<file path="src/rtl/logic_wb_buffer_pkg.sv">
// Shared pipeline definitions for the logic-unit writeback path.
package logic_wb_buffer_pkg;

  localparam int unsigned DATA_W = 64;
  localparam int unsigned REG_AW = 5;

  typedef struct packed {
    logic [REG_AW-1:0] rd;
    logic [DATA_W-1:0] data;
  } wb_entry_t;

  typedef enum logic [1:0] {
    LOP_NOT = 2'b00,
    LOP_AND = 2'b01,
    LOP_OR  = 2'b10,
    LOP_XOR = 2'b11
  } logic_op_e;

endpackage

</file>
<file path="src/rtl/wb_fifo.sv">
// Generic DEPTH-entry FIFO of writeback entries; exposes raw storage and the
// read pointer so the owner can scan live entries in age order.
module wb_fifo
  import logic_wb_buffer_pkg::*;
#(
  parameter  int unsigned DEPTH = 2,
  localparam int unsigned PTR_W = (DEPTH > 1) ? $clog2(DEPTH) : 1,
  localparam int unsigned CNT_W = $clog2(DEPTH + 1)
) (
  input  logic             clk,
  input  logic             rst,
  input  logic             i_flush,
  input  logic             i_push,
  input  logic             i_pop,
  input  wb_entry_t        i_wdata,
  output wb_entry_t        o_head,
  output wb_entry_t        o_entries [DEPTH],
  output logic [PTR_W-1:0] o_rd_ptr,
  output logic [CNT_W-1:0] o_count
);

  logic [PTR_W-1:0] r_wr_ptr;
  logic [PTR_W-1:0] r_rd_ptr;
  logic [CNT_W-1:0] r_count;
  wb_entry_t        r_mem [DEPTH];
  logic             w_full;
  logic             w_empty;

  assign w_full  = (r_count == CNT_W'(DEPTH));
  assign w_empty = (r_count == '0);

  always_ff @(posedge clk or posedge rst) begin
    if (rst) begin
      r_wr_ptr <= '0;
      r_rd_ptr <= '0;
      r_count  <= '0;
    end else if (i_flush) begin
      r_wr_ptr <= '0;
      r_rd_ptr <= '0;
      r_count  <= '0;
    end else begin
      if (i_push) r_wr_ptr <= r_wr_ptr + 1'b1;
      if (i_pop)  r_rd_ptr <= r_rd_ptr + 1'b1;
      if (i_push && !i_pop)      r_count <= r_count + 1'b1;
      else if (!i_push && i_pop) r_count <= r_count - 1'b1;
    end
  end

  // Storage is deliberately left out of reset; occupancy alone decides validity.
  always_ff @(posedge clk) begin
    if (i_push && !i_flush) r_mem[r_wr_ptr] <= i_wdata;
  end

  assign o_head    = r_mem[r_rd_ptr];
  assign o_entries = r_mem;
  assign o_rd_ptr  = r_rd_ptr;
  assign o_count   = r_count;

  ap_no_overflow:  assert property (@(posedge clk) disable iff (rst) i_push |-> !w_full);
  ap_no_underflow: assert property (@(posedge clk) disable iff (rst) i_pop  |-> !w_empty);

endmodule

</file>
<file path="src/rtl/logic_wb_buffer.sv">
// Logic-unit result buffer: queues results for the register-file write port
// and forwards the youngest buffered value for a queried source tag.
module logic_wb_buffer
  import logic_wb_buffer_pkg::*;
#(
  parameter  int unsigned DATA_W = logic_wb_buffer_pkg::DATA_W,
  parameter  int unsigned REG_AW = logic_wb_buffer_pkg::REG_AW,
  parameter  int unsigned DEPTH  = 2,
  localparam int unsigned PTR_W  = (DEPTH > 1) ? $clog2(DEPTH) : 1,
  localparam int unsigned CNT_W  = $clog2(DEPTH + 1)
) (
  input  logic              clk,
  input  logic              rst,
  input  logic              flush,
  input  logic              ex_valid,
  output logic              ex_ready,
  input  logic              ex_we,
  input  logic [REG_AW-1:0] ex_rd,
  input  logic [DATA_W-1:0] ex_result,
  output logic              wb_valid,
  input  logic              wb_ready,
  output logic [REG_AW-1:0] wb_rd,
  output logic [DATA_W-1:0] wb_data,
  input  logic [REG_AW-1:0] fwd_rs,
  output logic              fwd_hit,
  output logic [DATA_W-1:0] fwd_data,
  output logic [CNT_W-1:0]  count
);

  logic             w_push;
  logic             w_pop;
  wb_entry_t        w_wdata;
  wb_entry_t        w_head;
  wb_entry_t        w_entries [DEPTH];
  logic [PTR_W-1:0] w_rd_ptr;
  logic [CNT_W-1:0] w_count;

  assign w_push  = ex_valid & ex_ready & ex_we;
  assign w_pop   = wb_valid & wb_ready;
  assign w_wdata = '{rd: ex_rd, data: ex_result};

  wb_fifo #(
    .DEPTH(DEPTH)
  ) u_fifo (
    .clk      (clk),
    .rst      (rst),
    .i_flush  (flush),
    .i_push   (w_push),
    .i_pop    (w_pop),
    .i_wdata  (w_wdata),
    .o_head   (w_head),
    .o_entries(w_entries),
    .o_rd_ptr (w_rd_ptr),
    .o_count  (w_count)
  );

  assign ex_ready = (w_count != CNT_W'(DEPTH));
  assign wb_valid = (w_count != '0);
  assign count    = w_count;

  // Storage is not reset, so the head is masked to read zero while empty.
  assign wb_rd   = wb_valid ? w_head.rd   : '0;
  assign wb_data = wb_valid ? w_head.data : '0;

  // Walk live entries oldest to youngest; the last match wins.
  always_comb begin
    logic [PTR_W-1:0] v_idx;
    fwd_hit  = 1'b0;
    fwd_data = '0;
    v_idx    = '0;
    for (int unsigned k = 0; k < DEPTH; k++) begin
      v_idx = w_rd_ptr + PTR_W'(k);
      if ((CNT_W'(k) < w_count) && (w_entries[v_idx].rd == fwd_rs)) begin
        fwd_hit  = 1'b1;
        fwd_data = w_entries[v_idx].data;
      end
    end
  end

endmodule

</file>
<file path="config.mk">
export PLATFORM = sky130hd
export DESIGN_NAME = logic_wb_buffer
export DESIGN_NICKNAME = d
export VERILOG_FILES = /design/src/rtl/logic_wb_buffer_pkg.sv /design/src/rtl/wb_fifo.sv /design/src/rtl/logic_wb_buffer.sv
export SDC_FILE = /design/constraint.sdc
export NUM_CORES = 1
export LEC_CHECK = 0
export CORE_UTILIZATION = 35
export DETAILED_ROUTE_END_ITERATION = 10
export HOLD_SLACK_MARGIN = 0.06
export PLACE_DENSITY = 0.69
export SLEW_MARGIN = 10
export SYNTH_ARGS = -nofsm -noshare
export SYNTH_HDL_FRONTEND = slang
export SYNTH_HIERARCHICAL = 1
export SYNTH_SLANG_ARGS = --single-unit
</file>
<file path="constraint.sdc">
create_clock -name clk -period 7.7 [get_ports clk]
set_clock_uncertainty 0.15 [all_clocks]
set_input_delay 0.77 -clock clk [delete_from_list [all_inputs] [get_ports clk]]
set_output_delay 0.77 -clock clk [all_outputs]
set_load 0.05 [all_outputs]
</file>
# After elaboration in Yosys (flattened, before gate mapping)
# Cells that the tools add are included.
[op_classes]
add_sub_neg = 4
order_cmp = 6
n_eq_ne = 3
n_mux = 22
bitwise = 6
reduce_logical = 13
[ops]
columns = ["operator", "count"]
rows = [
  ["2-to-1 mux 69 bit", 7],
  ["2-to-1 mux 64 bit", 3],
  ["bitwise mux 138 bit", 1],
  ["demux 69 bit (select 1 bit)", 1],
  ["== test 5 bit", 2],
  ["greater-or-equal comparator 2 bit (second input constant)", 3],
  ["logical AND 1 bit", 6],
  ["2-to-1 mux 1 bit", 6],
  ["2-to-1 mux 2 bit", 3],
  ["NOT 1 -> 2 bit", 3],
  ["nonzero test 2 bit", 3],
  ["2-to-1 mux 5 bit", 1],
  ["< comparator 1 x 2 -> 1 bit (first input constant)", 2],
  ["AND 1 bit", 3],
  ["logical NOT 1 bit", 3],
  ["nonzero test 3 bit", 1],
  ["adder 1 bit (second input constant)", 2],
  ["adder 2 x 1 -> 2 bit (second input constant)", 1],
  ["< comparator 2 x 1 -> 1 bit (second input constant)", 1],
  ["inequality test 2 bit (second input constant)", 1],
  ["subtractor 2 x 1 -> 2 bit (second input constant)", 1],
]
[totals]
reg_bits = 142
in_bits = 80
elab_cells = 61

# Depth between registers and ports, before layout
# Gate-level depths: netlist of run 1.
[depth]
word_depth = 8
ltp_mapped = 10
depth_no_buf = 8

# By module
# Netlist of run 1, hierarchy kept.
[by_module_without_submodules]
columns = ["module", "n_inst", "cells_each", "area_per_inst_um2", "seq_area_each_um2"]
rows = [
  ["wb_fifo", 1, 234, 5206.2, 4244.1],
  ["logic_wb_buffer", 1, 531, 3597.2, 0.0],
]

# Least setup slack after synthesis of run 1
# Ideal clock, no wire load.
[synth_path]
kind = "reg-to-reg"
from = "register u_fifo.r_count[0], in the netlist u_fifo/o_count[0]"
to = "register u_fifo.r_mem, in the netlist u_fifo/o_entries[100], enable pin"
arrival_time_ns = 6.568
required_ns = 6.955
setup_slack_ns = 0.387
path_stages_with_launch = 4
n_path_buf = 0
synth_period_minus_slack_ns = 7.313
path_cell_list = "dfrtp_1 > nand2b_1 > and3_1 > nor3b_1"
[synth_between]
elab_chain_cells = 4
[synth_rtl]
columns = ["item", "line_no", "text"]
rows = [
  ["from (decl)", "wb_fifo.sv:24", "logic [CNT_W-1:0] r_count;"],
  ["from (signal assigned)", "wb_fifo.sv:44", "if (i_push && !i_pop) r_count <= r_count + 1'b1;"],
  ["from (signal assigned)", "wb_fifo.sv:45", "else if (!i_push && i_pop) r_count <= r_count - 1'b1;"],
  ["inequality test 2 bit", "logic_wb_buffer.sv:57", "assign ex_ready = (w_count != CNT_W'(DEPTH));"],
  ["named net ex_ready", "logic_wb_buffer.sv:16", "output logic ex_ready,"],
  ["AND 1 bit (2 in series)", "logic_wb_buffer.sv:38", "assign w_push = ex_valid & ex_ready & ex_we;"],
  ["named net w_push", "logic_wb_buffer.sv:30", "logic w_push;"],
  ["logical AND 1 bit", "wb_fifo.sv:51", "if (i_push && !i_flush) r_mem[r_wr_ptr] <= i_wdata;"],
  ["to (signal, indexed assignment)", "wb_fifo.sv:51", ""],
  ["to (decl)", "wb_fifo.sv:25", "wb_entry_t r_mem [DEPTH];"],
]
# The timed path passes the listed nets, and every way through them passes these cells.
# A chain may end at the register's enable or synchronous reset.

# Worst setup path after layout of run 1
[layout_path]
from = "register u_fifo.r_rd_ptr, in the netlist u_fifo/o_rd_ptr"
to = "output port fwd_data[19]"
[layout_between]
elab_chain_cells = 8
[layout_rtl]
columns = ["item", "line_no", "text"]
rows = [
  ["from (decl)", "wb_fifo.sv:23", "logic [PTR_W-1:0] r_rd_ptr;"],
  ["from (signal assigned)", "wb_fifo.sv:43", "if (i_pop) r_rd_ptr <= r_rd_ptr + 1'b1;"],
  ["adder 1 bit / NOT 1 -> 2 bit (equally long branches)", "logic_wb_buffer.sv:72, logic_wb_buffer.sv:73, logic_wb_buffer.sv:75", ""],
  ["NOT 1 -> 2 bit (not written as such) / 2-to-1 mux 69 bit (equally long branches)", "logic_wb_buffer.sv:73, logic_wb_buffer.sv:75", ""],
  ["2-to-1 mux 69 bit (on tied branches) (2 in series)", "logic_wb_buffer.sv:75, logic_wb_buffer.sv:73", ""],
  ["2-to-1 mux 69 bit (not written as such) / == test 5 bit (equally long branches)", "logic_wb_buffer.sv:75, logic_wb_buffer.sv:73", ""],
  ["== test 5 bit / logical AND 1 bit (equally long branches)", "logic_wb_buffer.sv:73", "if ((CNT_W'(k) < w_count) && (w_entries[v_idx].rd == fwd_rs)) begin"],
  ["logical AND 1 bit / 2-to-1 mux 64 bit (equally long branches)", "logic_wb_buffer.sv:73", ""],
  ["2-to-1 mux 64 bit *", "logic_wb_buffer.sv:73", ""],
  ["to (decl)", "logic_wb_buffer.sv:26", "output logic [DATA_W-1:0] fwd_data,"],
]
# Mark *: on every way between the ends. The rest lies on a longest branch, timed or not. The select of a mux whose other input is x is not followed.

==> flow_metrics.tcl, run 1 <==
set metrics [dict create \
    wirelength_microns 25270 \
    io_pins 218 \
    drt_iter0_drc 732 \
    cts_tree "built" \
    synth_cell_types 34 \
    post-route-min-period_ns 5.644 \
    die_area_sq_um 25790 \
    cp_slowest_cell "clkdlybuf4s50_1" \
    cts.clk_slew.worst_paths_ns 0.06 \
    seq_area_frac_synth_pct 48.21 \
    end_kind "output pin" \
    syn_nets 846 \
    synth_top_area_share_pct 47.07 \
    max_freq_ghz 0.1772 \
    diodes 0 \
    initial_core_util_pct 35.99 \
    fin_crit_sh_pct 73.30 \
    worst_pin_slew_ns 1.127 \
    synth_area_per_cell_sq_um 11.51 \
    worstPathMaxFanout 96 \
    htreeDepth 4 \
    cts_buffers 17 \
    clk_latency_ns 0.41 \
    p_int_mw 2.268 \
    stdcell_count 1237 \
    cts_buffer_depth 2 \
    fin_ws_ns 2.056 \
    fp.dieW_microns 160.6 \
    ys_seq_elements 142 \
    cts_root_buf "clkbuf_16" \
    dr.pass1.iters 5 \
    row_count 57 \
    setup.worst_path.class "flop to output pin" \
    placed_area_sq_um 10960 \
    vias_per_cell 6.150 \
    core_sq_um 24460 \
    rsz0062_at_grt "false" \
    cts_hold_buffers 0 \
    final_cell_area_sq_um 11540 \
    die_y_microns 160.6 \
    cts_setup_buffers 0 \
    power.leakage_nw 3.285 \
    drv_slew 0 \
    yosysTopAreaCell "edfxtp_1" \
    dpl_worst_slack_ns 2.403 \
    ant_nets 0 \
    finalSetupTns_ns 0 \
    grt_pass1_vias 7250 \
    antenna_found_initial 1 \
    power_mw 4.568 \
    power.switching_mw 2.300 \
    ys_warn_count 6 \
    p_clk_share_pct 17.8 \
    wl_per_cell_microns 20.43 \
    dp_cells 1205 \
    vias 7608 \
    grt_overflow 0 \
    cts.repair.resized 0 \
    timing.hold.ws_ns 0.4023 \
    cp.buffers_inverters 3 \
    hold_class "input port to asynchronous set/reset pin" \
    netSwitchingFraction_pct 50.36 \
    drv_cap 0 \
    cp_common_cell "buf_4" \
    dpl.hpwl_microns 15140 \
    cp_top_family "buffers and inverters" \
    cp_cell_sequence "buf_4 -> mux2i_1 -> xnor2_1 -> nor4_4 -> buf_4 -> o2111ai_1 -> a32oi_1 -> clkdlybuf4s50_1" \
    required_ns 6.78 \
    grt_max_degree 103 \
    power.density_nw_per_um2 395.9 \
    clock_sinks 142 \
    syn_area_sq_um 8803 \
    critPathMaxStageDelay_ns 0.87 \
    max_slew_margin_pct 24.79 \
    track_usage_pct 19.38 \
    syn_inst 765 \
    hold_viol 0 \
    vdd.ir_drop.worst_v 0.0002398 \
    grt_pass1_wl_microns 39920 \
    final_util_pct 47.17 \
    syn2layout_area_growth_pct 31.07 \
    gp_congestion 0.7394 \
    drc 0 \
    num-nets-final 981 \
    yosys-top-cells-area "edfxtp_1 47%, o2111ai_1 13%, mux2_2 8.8%, a32oi_1 6.3%, and2_1 5.0%" \
    seqPwrFrac_pct 20.5 \
    layout-drive-gt1-share_pct 13.25 \
    combPwrFrac_pct 61.7 \
    final-setup-viol-count 0 \
    critPathLaunchType "flop" \
    crit_arrival_ns 4.72 \
    status "complete, no violations" \
    portBuffers 217 \
]
-- worst reg2reg max path: stages (launching register included) --
cell	delay, ns
dfrtp_4	0.55
buf_4	0.81
buf_4	1.02
xnor2_1	0.28
nor2_1	0.06
-- power groups by stage --
stage | combinational [mW] | clock (mW) | sequential, mW
floorplan | 2.00 | 0 | 0.951
global placement | 2.80 | 0 | 0.949
detailed placement | 2.82 | 0 | 0.951
CTS | 2.83 | 0.831 | 0.935
global route | 2.96 | 0.861 | 0.941
finish | 2.82 | 0.812 | 0.935
-- cells by family (layout without fill, tap and decap cells) --
kind of cell / count (synthesis) / in the layout / synth area share [%]
buffers and inverters: 118 / 266 / 6.467
and+or+nand+nor: 152 / 152 / 9.949
adders and majority gates: 1 / 1 / 0.1421
AOI/OAI and AO/OA: 259 / 259 / 23.88
muxes: 79 / 79 / 9.963
xor gates and xnor gates: 14 / 14 / 1.393
DFF: 142 / 142 / 48.21
-- layer usage --
metal | GRT usage [%] | share of wire, % | vias to the layer above
li1 | - | - | 3488
met1 | 25.41 | 43 | 3792
met2 | 31.58 | 49 | 291
met3 | 4.055 | 6.0 | 35
met4 | 6.883 | 1.9 | 2
met5 | 0 | 0.051 | -
-- Yosys cell counts (all sizes together) --
library cell / instances
a32oi: 63
nor4: 1
mux2: 69
nand2: 3
nand2b: 2
dfrtp: 4
ha: 1
buf: 43
edfxtp: 138
o21ai: 2
a21oi: 1
clkbuf: 72
mux2i: 10
nand4: 1
a311o: 1
o211a: 2
xor2: 7
and3: 1
nor3b: 1
inv: 3
nand3: 63
o2111ai: 126
and4: 1
nor4b: 1
a211oi: 1
and2: 71
xnor2: 7
or3: 1
and3b: 1
nor2: 5
a31oi: 63
-- cells in the final DEF (no fill, tap or decap), drive strengths merged, types with 2 or more instances in the layout --
| cell | instances |
|---|---|
| clkdlybuf4s50 | 217 |
| nand2 | 3 |
| nand2b | 2 |
| mux2 | 69 |
| buf | 14 |
| o2111ai | 126 |
| dfrtp | 4 |
| a32oi | 63 |
| inv | 4 |
| edfxtp | 138 |
| mux2i | 10 |
| xnor2 | 7 |
| clkbuf | 22 |
| clkinvlp | 4 |
| bufinv | 2 |
| xor2 | 7 |
| o21ai | 2 |
| o211a | 2 |
| nand3 | 63 |
| clkinv | 3 |
| a31oi | 63 |
| and2 | 71 |
| nor2 | 5 |
-- sequential cells by signal, summed over array words and instances, names as in the netlist --
signal,cells
u_fifo/o_count,2
u_fifo/r_wr_ptr,1
u_fifo/o_entries,138
u_fifo/o_rd_ptr,1
-- area by class of cell --
type,count,area (sq um)
fill,2219,12920
sequential,142,4248
multi-input combinational,505,4019
timing repair buffer,231,2277
clock buffer,22,464.2
tap,324,405.4
clock inverter,10,113.9
inverter,3,11.26
-- final timing paths --
check | end | startpoint | slack, ns | cells past startpoint
worst max-delay path | fwd_data[19] | u_fifo/o_rd_ptr | 2.06 | 8
worst min-delay path | u_fifo/r_wr_ptr | rst | 0.40 | 2
worst max register to register | u_fifo/o_rd_ptr | u_fifo/o_rd_ptr | 4.72 | 4
worst min register to register | u_fifo/r_wr_ptr | u_fifo/r_wr_ptr | 0.45 | 2
max in group asynchronous | u_fifo/o_rd_ptr | rst | 6.82 | 2
min in group clk | u_fifo/r_wr_ptr | u_fifo/r_wr_ptr | 0.45 | 2
Power figures use the tool's default switching activity.
==> run 2, diff against run 1 <==
==> constraint.sdc (replaced) <==
create_clock -name clk -period 5.8 [get_ports clk]
set_clock_uncertainty 0.15 [all_clocks]
set_input_delay 0.58 -clock clk [delete_from_list [all_inputs] [get_ports clk]]
set_output_delay 0.58 -clock clk [all_outputs]
set_load 0.05 [all_outputs]
==> flow_metrics.tcl, run 2 (synthesis gave the netlist of run 1 again) <==
set metrics [dict create \
    grt_overflow 0 \
    combPwrFrac_pct 62.0 \
    crit_arrival_ns 4.24 \
    ant_nets 0 \
    fin_ws_ns 0.8346 \
    power.switching_mw 3.061 \
    cts.clk_slew.worst_paths_ns 0.07 \
    cts.repair.resized 0 \
    core_sq_um 24460 \
    vias_per_cell 6.075 \
    dpl.hpwl_microns 14540 \
    hold_viol 0 \
    cts_hold_buffers 0 \
    critPathMaxStageDelay_ns 0.95 \
    dr.pass1.iters 6 \
    status "complete, no violations" \
    antenna_found_initial 1 \
    wirelength_microns 24960 \
    drv_slew 0 \
    track_usage_pct 18.69 \
    max_slew_margin_pct 25.04 \
    clock_sinks 142 \
    layout-drive-gt1-share_pct 13.38 \
    grt_pass1_wl_microns 38310 \
    drc 0 \
    p_clk_share_pct 17.4 \
    die_area_sq_um 25790 \
    dpl_worst_slack_ns 1.335 \
    max_freq_ghz 0.2014 \
    critPathLaunchType "flop" \
    final_cell_area_sq_um 11580 \
    rsz0062_at_grt "false" \
    io_pins 218 \
    htreeDepth 4 \
    required_ns 5.07 \
    initial_core_util_pct 35.99 \
    finalSetupTns_ns 0 \
    grt_pass1_vias 7086 \
    gp_congestion 0.7099 \
    stdcell_count 1237 \
    drv_cap 0 \
    drt_iter0_drc 603 \
    final-setup-viol-count 0 \
    cts_buffer_depth 2 \
    cp_top_family "buffers and inverters" \
    cts_buffers 17 \
    post-route-min-period_ns 4.965 \
    fin_crit_sh_pct 85.61 \
    power.leakage_nw 3.293 \
    vias 7515 \
    fp.dieW_microns 160.6 \
    final_util_pct 47.33 \
    setup.worst_path.class "flop to output pin" \
    die_y_microns 160.6 \
    cp_slowest_cell "buf_4" \
    power.density_nw_per_um2 522.2 \
    cts_tree "built" \
    seqPwrFrac_pct 20.6 \
    dp_cells 1204 \
    p_int_mw 2.985 \
    cp.buffers_inverters 3 \
    r2r_slack_ns 2.94 \
    placed_area_sq_um 11010 \
    timing.hold.ws_ns 0.1937 \
    worstPathMaxFanout 103 \
    netSwitchingFraction_pct 50.62 \
    layout_common_cells "217 x clkdlybuf4s50_1, 138 x edfxtp_1, 126 x o2111ai_1" \
    end_kind "output pin" \
    clk_latency_ns 0.41 \
    power_mw 6.046 \
    cts_root_buf "clkbuf_16" \
    wl_per_cell_microns 20.17 \
    worst_pin_slew_ns 1.124 \
    layout_commonest_cell "clkdlybuf4s50_1" \
    vdd.ir_drop.worst_v 0.0003053 \
    hold_class "input port to asynchronous set/reset pin" \
    portBuffers 217 \
    largest_reg_flops 138 \
    cp_common_cell "buf_4" \
    row_count 57 \
    syn2layout_area_growth_pct 31.52 \
    num-nets-final 980 \
    cp_cell_sequence "buf_4 -> buf_4 -> mux2_2 -> and2_1 -> clkdlybuf4s50_1" \
    cts_setup_buffers 0 \
    grt_max_degree 131 \
]
[run 2: worst reg2reg max path: stages, from the launching register on]
cell     delay, ns
dfrtp_1       0.50
nor2_1        0.17
inv_2         0.80
and2_1        0.29
inv_1         0.05
ha_1          0.31
or3_1         0.37
a21oi_1       0.14
[run 2: layer usage]
| layer | part of all wire (%) | vias to the layer above | global-route usage (%) |
|---|---|---|---|
| li1 | - | 3494 | - |
| met4 | 1.7 | 2 | 6.104 |
| met5 | 0.052 | - | 0 |
| met3 | 6.4 | 29 | 3.951 |
| met2 | 47 | 305 | 30.09 |
| met1 | 45 | 3685 | 24.98 |
[run 2: cell type report]
type | instances | area (sq um)
tap | 324 | 405.4
multi-input combinational | 505 | 4025
clock buffer | 20 | 456.7
fill | 2158 | 12880
sequential | 142 | 4248
timing repair buffer | 230 | 2320
inverter | 3 | 11.26
clock inverter | 12 | 110.1
antenna | 1 | 2.502
[run 2: power by group through the flow]
stage,Clock (mW),Sequential (mW),Combinational [mW]
3_3_place_gp,0,1.26,3.71
4_1_cts,1.07,1.24,3.76
5_1_grt,1.12,1.25,3.91
6_report,1.05,1.25,3.75
2_1_floorplan,0,1.26,2.66
3_5_place_dp,0,1.27,3.74
[run 2: path summary, 6_finish.rpt]
kind,startpoint,to,depth (start not counted)
worst max-delay path,u_fifo/o_rd_ptr,wb_data[1],5
worst min register to register,u_fifo/r_wr_ptr,u_fifo/r_wr_ptr,2
worst min-delay path,rst,u_fifo/o_count[0],2
worst max register to register,u_fifo/o_count[1],u_fifo/o_count[1],7
max in group asynchronous,rst,u_fifo/o_rd_ptr,2
min in group clk,u_fifo/r_wr_ptr,u_fifo/r_wr_ptr,2
